## config.mk

```make
export PLATFORM = sky130hd
export DESIGN_NAME = i2c_master_slave_pair
export DESIGN_NICKNAME = d
export VERILOG_FILES = /design/src/rtl/i2c_pkg.sv /design/src/rtl/i2c_slave_ctrl.sv /design/src/rtl/i2c_master_slave_pair.sv
export SDC_FILE = /design/constraint.sdc
export NUM_CORES = 1
export LEC_CHECK = 0
export CAP_MARGIN = 20
export CORE_MARGIN = 1.5
export CORE_UTILIZATION = 50
export CTS_CLUSTER_DIAMETER = 200
export DETAILED_ROUTE_END_ITERATION = 10
export HOLD_SLACK_MARGIN = 0.06
export PLACE_DENSITY = 0.85
export SYNTH_ARGS = -nofsm -noshare
export SYNTH_HDL_FRONTEND = slang
export SYNTH_SLANG_ARGS = --single-unit
```

## constraint.sdc

```tcl
create_clock -name clk -period 3 [get_ports clk]
set_input_delay 0.75 -clock clk [delete_from_list [all_inputs] [get_ports clk]]
set_output_delay 0.75 -clock clk [all_outputs]
set_load 0.01 [all_outputs]
```

## src/rtl/i2c_pkg.sv

```systemverilog
// rtl/i2c_pkg.sv - shared state encodings and constants for the I2C master/slave pair
package i2c_pkg;

  localparam int BIT_CNT_W = 3;
  localparam logic SDA_IDLE = 1'b1;
  localparam logic [BIT_CNT_W-1:0] LAST_BIT = '1;

  typedef enum logic [3:0] {
    M_IDLE,
    M_START,
    M_ADDR,
    M_ADDR_ACK,
    M_WR_DATA,
    M_WR_ACK,
    M_RD_DATA,
    M_RD_NACK,
    M_STOP
  } master_state_t;

  typedef enum logic [2:0] {
    S_IDLE,
    S_RECV_ADDR,
    S_ADDR_ACK,
    S_RECV_DATA,
    S_DATA_ACK,
    S_SEND_DATA,
    S_WAIT_MACK
  } slave_state_t;

endpackage

```

## src/rtl/i2c_slave_ctrl.sv

```systemverilog
// rtl/i2c_slave_ctrl.sv - addressed I2C slave, clk-sampled bus with edge detection
module i2c_slave_ctrl
  import i2c_pkg::*;
#(
  parameter int HALF_PERIOD = 2
) (
  input  logic       clk,
  input  logic       rst,
  input  logic       sda,
  input  logic       scl,
  input  logic [6:0] slave_addr,
  output logic       sda_drive,
  output logic       ack,
  output logic       new_byte_received,
  output logic [7:0] rx_data
);

  localparam int ACK_W = $clog2(2 * HALF_PERIOD);
  localparam logic [ACK_W-1:0] ACK_LAST = ACK_W'(2 * HALF_PERIOD - 1);

  slave_state_t         state;
  logic                 scl_q;
  logic                 sda_q;
  logic [7:0]           sr;
  logic [BIT_CNT_W-1:0] bit_cnt;
  logic [ACK_W-1:0]     ack_cnt;
  logic                 rd_req;

  logic rise, fall, start_det, stop_det;

  assign rise      = ~scl_q & scl;
  assign fall      = scl_q & ~scl;
  assign start_det = scl_q & scl & sda_q & ~sda;
  assign stop_det  = scl_q & scl & ~sda_q & sda;

  // rx_data doubles as the stored byte returned on reads.
  always_ff @(posedge clk or posedge rst) begin
    if (rst) begin
      state             <= S_IDLE;
      scl_q             <= 1'b1;
      sda_q             <= SDA_IDLE;
      sr                <= '0;
      bit_cnt           <= '0;
      ack_cnt           <= '0;
      rd_req            <= 1'b0;
      sda_drive         <= SDA_IDLE;
      ack               <= 1'b0;
      new_byte_received <= 1'b0;
      rx_data           <= '0;
    end else begin
      scl_q             <= scl;
      sda_q             <= sda;
      new_byte_received <= 1'b0;
      if (start_det) begin
        state     <= S_RECV_ADDR;
        bit_cnt   <= '0;
        sda_drive <= SDA_IDLE;
        ack       <= 1'b0;
      end else if (stop_det) begin
        state     <= S_IDLE;
        sda_drive <= SDA_IDLE;
        ack       <= 1'b0;
      end else begin
        case (state)
          S_RECV_ADDR: if (rise) begin
            sr      <= {sr[6:0], sda};
            bit_cnt <= bit_cnt + 1'b1;
            if (bit_cnt == LAST_BIT) begin
              rd_req <= sda;
              state  <= (sr[6:0] == slave_addr) ? S_ADDR_ACK : S_IDLE;
            end
          end
          S_RECV_DATA: if (rise) begin
            sr      <= {sr[6:0], sda};
            bit_cnt <= bit_cnt + 1'b1;
            if (bit_cnt == LAST_BIT) begin
              rx_data           <= {sr[6:0], sda};
              new_byte_received <= 1'b1;
              state             <= S_DATA_ACK;
            end
          end
          // ACK is held one full SCL period from the fall that opens the ACK bit;
          // after the data ACK no fall follows, since STOP keeps SCL high.
          S_ADDR_ACK, S_DATA_ACK: begin
            if (!ack) begin
              if (fall) begin
                ack       <= 1'b1;
                sda_drive <= 1'b0;
                ack_cnt   <= '0;
              end
            end else if (fall || ack_cnt == ACK_LAST) begin
              ack       <= 1'b0;
              sda_drive <= SDA_IDLE;
              bit_cnt   <= '0;
              if (state == S_DATA_ACK) begin
                state <= S_IDLE;
              end else if (rd_req) begin
                state     <= S_SEND_DATA;
                sda_drive <= rx_data[7];
                sr        <= {rx_data[6:0], 1'b0};
              end else begin
                state <= S_RECV_DATA;
              end
            end else begin
              ack_cnt <= ack_cnt + 1'b1;
            end
          end
          S_SEND_DATA: if (fall) begin
            bit_cnt <= bit_cnt + 1'b1;
            if (bit_cnt == LAST_BIT) begin
              sda_drive <= SDA_IDLE;
              state     <= S_WAIT_MACK;
            end else begin
              sda_drive <= sr[7];
              sr        <= {sr[6:0], 1'b0};
            end
          end
          S_WAIT_MACK: if (rise) state <= S_IDLE;
          default: state <= S_IDLE;
        endcase
      end
    end
  end

endmodule

```

## src/rtl/i2c_master_slave_pair.sv

```systemverilog
// rtl/i2c_master_slave_pair.sv - byte-oriented I2C master looped back onto an addressed slave
module i2c_master_slave_pair
  import i2c_pkg::*;
#(
  parameter int HALF_PERIOD = 2
) (
  input  logic       clk,
  input  logic       rst,
  input  logic [6:0] addr,
  input  logic [7:0] data_in,
  input  logic       rw,
  input  logic       enable,
  input  logic [6:0] slave_addr,
  output logic [7:0] data_out,
  output logic       ready,
  output logic [7:0] rx_data,
  output logic       new_byte_received,
  output logic       ack,
  output logic       i2c_sda,
  output logic       i2c_scl
);

  localparam int PERIOD = 2 * HALF_PERIOD;
  localparam int CNT_W  = $clog2(PERIOD);
  localparam logic [CNT_W-1:0] CNT_HALF = CNT_W'(HALF_PERIOD);
  localparam logic [CNT_W-1:0] CNT_LAST = CNT_W'(PERIOD - 1);

  master_state_t        state;
  logic [CNT_W-1:0]     cnt;
  logic [BIT_CNT_W-1:0] bit_cnt;
  logic [7:0]           shreg;
  logic [7:0]           data_l;
  logic                 rw_l;
  logic                 nack;
  logic                 scl_m;
  logic                 sda_m;
  logic                 sda_s;
  logic                 second_half;

  assign second_half = (cnt >= CNT_HALF);
  assign i2c_sda     = sda_m & sda_s;
  assign i2c_scl     = scl_m;

  always_ff @(posedge clk or posedge rst) begin
    if (rst) begin
      state    <= M_IDLE;
      cnt      <= '0;
      bit_cnt  <= '0;
      shreg    <= '0;
      data_l   <= '0;
      rw_l     <= 1'b0;
      nack     <= 1'b0;
      data_out <= '0;
      ready    <= 1'b1;
      scl_m    <= 1'b1;
      sda_m    <= SDA_IDLE;
    end else begin
      case (state)
        M_IDLE:            begin scl_m <= 1'b1;        sda_m <= SDA_IDLE;     end
        M_START:           begin scl_m <= 1'b1;        sda_m <= ~second_half; end
        M_STOP:            begin scl_m <= 1'b1;        sda_m <= second_half;  end
        M_ADDR, M_WR_DATA: begin scl_m <= second_half; sda_m <= shreg[7];     end
        default:           begin scl_m <= second_half; sda_m <= SDA_IDLE;     end
      endcase

      if (state == M_IDLE) begin
        cnt <= '0;
        if (enable) begin
          shreg  <= {addr, rw};
          data_l <= data_in;
          rw_l   <= rw;
          ready  <= 1'b0;
          state  <= M_START;
        end
      end else begin
        // Mid-period sample lines up with the SCL rising edge on the bus.
        if (cnt == CNT_HALF) begin
          if (state == M_ADDR_ACK || state == M_WR_ACK) nack <= i2c_sda;
          if (state == M_RD_DATA) begin
            shreg <= {shreg[6:0], i2c_sda};
            if (bit_cnt == LAST_BIT) data_out <= {shreg[6:0], i2c_sda};
          end
        end
        if (cnt != CNT_LAST) begin
          cnt <= cnt + 1'b1;
        end else begin
          cnt <= '0;
          case (state)
            M_START: state <= M_ADDR;
            M_ADDR: begin
              bit_cnt <= bit_cnt + 1'b1;
              shreg   <= {shreg[6:0], 1'b0};
              if (bit_cnt == LAST_BIT) state <= M_ADDR_ACK;
            end
            M_ADDR_ACK: begin
              if (nack) begin
                state <= M_STOP;
              end else if (rw_l) begin
                state <= M_RD_DATA;
              end else begin
                state <= M_WR_DATA;
                shreg <= data_l;
              end
            end
            M_WR_DATA: begin
              bit_cnt <= bit_cnt + 1'b1;
              shreg   <= {shreg[6:0], 1'b0};
              if (bit_cnt == LAST_BIT) state <= M_WR_ACK;
            end
            M_WR_ACK: state <= M_STOP;
            M_RD_DATA: begin
              bit_cnt <= bit_cnt + 1'b1;
              if (bit_cnt == LAST_BIT) state <= M_RD_NACK;
            end
            M_RD_NACK: state <= M_STOP;
            M_STOP: begin
              state <= M_IDLE;
              ready <= 1'b1;
            end
            default: state <= M_IDLE;
          endcase
        end
      end
    end
  end

  i2c_slave_ctrl #(
    .HALF_PERIOD(HALF_PERIOD)
  ) u_slave (
    .clk              (clk),
    .rst              (rst),
    .sda              (i2c_sda),
    .scl              (i2c_scl),
    .slave_addr       (slave_addr),
    .sda_drive        (sda_s),
    .ack              (ack),
    .new_byte_received(new_byte_received),
    .rx_data          (rx_data)
  );

endmodule

```

==> flow_summary.json <==
{
  "status": "completed",
  "worst-setup-path-type": "flop to primary output",
  "worst_ep_required_time_ns": 2.25,
  "worst_pin_slew_ns": 0.6856,
  "drive_gt1_frac": 0.1843,
  "main_area_contributors_after_synthesis": "sky130_fd_sc_hd__dfrtp_1 40%, sky130_fd_sc_hd__mux2_2 9.1%, sky130_fd_sc_hd__mux2i_1 6.5%",
  "antenna_left": 0,
  "drc": 0,
  "crit_path_max_incr_delay_ns": 0.57,
  "synth_edf_count": 0,
  "netlist.top_cell.by_area": "sky130_fd_sc_hd__dfrtp_1",
  "cell_at_the_root_of_the_clock_tree": "sky130_fd_sc_hd__clkbuf_8",
  "grt_overflow": 0,
  "fp.dieArea_um2": 8230,
  "number_of_antenna_violations_at_the_first_check_in_global_routing": 0,
  "max-slew-margin-rel": 0.5429,
  "cts_inserted_buffers": 9,
  "timing.critical_path.buf_inv": 2,
  "max-vdd-ir-drop_mv": 0.4800,
  "area_delta_synth_final_pct": 18.86,
  "fill_cells": 571,
  "fin_cells": 506,
  "worstSkewPairLatency_ns": 0.35,
  "cts_resized": 0,
  "timing.hold.ws_ns": 0.4389,
  "unrepaired_setup_endpoints_after_global_routing": "no",
  "synth_area_um2": 3847,
  "clock-skew-final_ns": 0.01019,
  "number_of_global_route_vias_before_repair": 2918,
  "power.static_leakage_nw": 1.937,
  "grt_pass1_wl_um": 13800,
  "placeableCoreArea_um2": 7331,
  "setup-violations-final": 0,
  "period_minus_slack_ns": 2.642,
  "path_max_fanout": 8,
  "ios": 47,
  "yosysTopAreaCellShare": 0.4033,
  "detailedRoute.firstPassIterationCount": 5,
  "via_per_inst": 5.826,
  "postSynthNetCount": 395,
  "hold_path_class": "flop to flop",
  "synth-main-ff-cell": "sky130_fd_sc_hd__dfrtp_1",
  "fraction_of_registers_with_async_set_reset": 1.000,
  "floorplan.die.width_um": 90.72,
  "final-max-slew-violation-count": 0,
  "antenna_cells": 0,
  "largest_net_degree_at_the_start_of_global_routing": 48,
  "endpoint_kind": "primary output",
  "arrival_ns": 1.89,
  "use_met1": 0.2730,
  "postCtsSetupRepairBufs": 0,
  "seq_area_frac_synth": 0.4442,
  "grt_util_met2": 0.3340,
  "cts_tree": "done",
  "path_delay_family": "buffers and inverters",
  "netlist-cell-type-count": 65,
  "cts_hold_buffers": 0,
  "top_usage_layer": "met2",
  "postRouteWirelength_um": 7957,
  "ys_ff_latch": 68,
  "power_density_nw_per_um2": 818.8,
  "finalSetupTns_ns": 0,
  "numPortBuffers": 46,
  "detailroute.via_count": 2948,
  "cts_h_tree_lvls": 3,
  "synth_warnings": 0,
  "drt_first_iter_violations": 175,
  "core.rowCount": 31,
  "die_h_um": 90.72,
  "synth.cells.most_frequent": "62 x sky130_fd_sc_hd__dfrtp_1, 31 x sky130_fd_sc_hd__mux2_2, 31 x sky130_fd_sc_hd__nand2_1",
  "met3_usage": 0.06145,
  "preCtsSetupSlack_ns": 0.5260,
  "start_util": 0.5248,
  "hold_violation_count_in_the_final_report": 0,
  "syn_avg_cell_area_um2": 10.63,
  "drv_cap": 0,
  "cp_cell_sequence": "nand2_1 -> inv_1 -> clkdlybuf4s50_1",
  "post-route-period-util": 0.8806,
  "drt-wirelength-per-cell_um": 15.73,
  "placed_cell_count": 490,
  "slowest_cp_cell": "sky130_fd_sc_hd__clkdlybuf4s50_1",
  "timing.critical_path.from_type": "flop",
  "finish.net_count": 435,
  "clk_pin_slew_worst_paths_ns": 0.07,
  "track_usage": 0.2091,
  "ctsLongestPathBuffers": 2,
  "gp_congestion": 0.8674,
  "yosysMostFrequentCell": "sky130_fd_sc_hd__dfrtp_1",
  "hpwl_after_detailed_placement_um": 5621,
  "worst_slack_ns": 0.3583,
  "clock_sink_count": 68,
  "post_synth_inst_count": 362,
  "achievable-frequency_mhz": 378.5
}
==> report_power, final <==
part / total [W] / internal, W / switching [W]
clock network: 0.000920 / 0.000572 / 0.000347
registers: 0.00150 / 0.00116 / 0.000340
logic: 0.00132 / 0.000649 / 0.000676
total: 0.00374 / 0.00238 / 0.00136
==> routing by layer <==
layer  up-vias  share of wire
met5         -              0
met4         0          0.014
met3        10          0.056
met2       119           0.49
met1      1424           0.44
li1       1395              -
==> sequential cells by signal (all words and copies together), names as in the netlist <==
| name | flops |
|---|---|
| u_slave.rd_req | 1 |
| data_out | 8 |
| state | 4 |
| data_l | 8 |
| u_slave.sda_drive | 1 |
| shreg | 8 |
| u_slave.ack_cnt | 2 |
| u_slave.scl_q | 1 |
| rw_l | 1 |
| u_slave.rx_data | 8 |
| cnt | 2 |
| u_slave.ack | 1 |
| bit_cnt | 3 |
| u_slave.state | 3 |
| u_slave.bit_cnt | 3 |
| u_slave.sr | 8 |
| nack | 1 |
| u_slave.new_byte_received | 1 |
| sda_m | 1 |
| u_slave.sda_q | 1 |
| i2c_scl | 1 |
| ready | 1 |
==> final timing paths <==
| kind | startpoint | to | slack, ns | cells after the start |
|---|---|---|---|---|
| hold / removal | i2c_scl | u_slave.scl_q | 0.44 | 0 |
| setup / recovery | u_slave.sda_drive | i2c_sda | 0.36 | 3 |
| max in group asynchronous | rst | i2c_scl | 1.58 | 3 |
| min in group asynchronous | rst | u_slave.sr[7] | 0.74 | 2 |
| setup reg to reg | state[2] | shreg[1] | 0.61 | 6 |
| hold reg to reg | i2c_scl | u_slave.scl_q | 0.44 | 0 |
==> kinds of logic after synthesis <==
| kind of cell | share of synthesized area |
|---|---|
| XOR/XNOR | 0.02277 |
| multiplexers | 0.1597 |
| buffers and inverters | 0.04683 |
| adder cells (fa/ha/maj) | 0.02276 |
| flip-flops | 0.4442 |
| AND/OR/NAND/NOR | 0.1512 |
| AO/OA/AOI/OAI | 0.1525 |
==> cells in the final DEF (no fill, tap or decap), types with 3 or more instances in the layout <==
cell / count
sky130_fd_sc_hd__inv_1: 9
sky130_fd_sc_hd__ha_1: 7
sky130_fd_sc_hd__dfstp_2: 6
sky130_fd_sc_hd__mux2i_1: 25
sky130_fd_sc_hd__a21oi_1: 19
sky130_fd_sc_hd__nor2_1: 18
sky130_fd_sc_hd__nand3_1: 3
sky130_fd_sc_hd__nand2_1: 31
sky130_fd_sc_hd__dfrtp_1: 62
sky130_fd_sc_hd__clkbuf_8: 10
sky130_fd_sc_hd__clkdlybuf4s50_1: 46
sky130_fd_sc_hd__o221ai_1: 5
sky130_fd_sc_hd__or3_1: 4
sky130_fd_sc_hd__nand2b_1: 6
sky130_fd_sc_hd__nor2b_1: 5
sky130_fd_sc_hd__nand3b_1: 3
sky130_fd_sc_hd__a22o_1: 4
sky130_fd_sc_hd__buf_4: 3
sky130_fd_sc_hd__o21ai_1: 9
sky130_fd_sc_hd__mux2_2: 31
sky130_fd_sc_hd__o21ai_0: 21
sky130_fd_sc_hd__nor3_1: 10
sky130_fd_sc_hd__a31oi_1: 3
sky130_fd_sc_hd__bufinv_16: 3
sky130_fd_sc_hd__xor2_1: 8
==> final cells by class <==
cell class / instances / area, um^2 / area share
tap: 99 / 123.9 / 0.02709
multi-input combinational: 263 / 1958 / 0.4282
timing repair buffer: 50 / 503.0 / 0.1100
sequential: 68 / 1709 / 0.3737
inverter: 10 / 37.54 / 0.008208
clock buffer: 11 / 141.4 / 0.03092
clock inverter: 5 / 100.1 / 0.02189
==> metrics by stage <==
step / area [um^2] / power (W) / util
floorplan: 3847 / 0.002546 / -
global placement: 4332 / 0.002748 / 0.5909
detailed placement: 4332 / 0.002813 / 0.5909
CTS: 4573 / 0.003754 / 0.6238
global route: 4573 / 0.004016 / 0.6238
finish: 4573 / 0.003744 / 0.6238
Power figures use the tool's default switching activity.
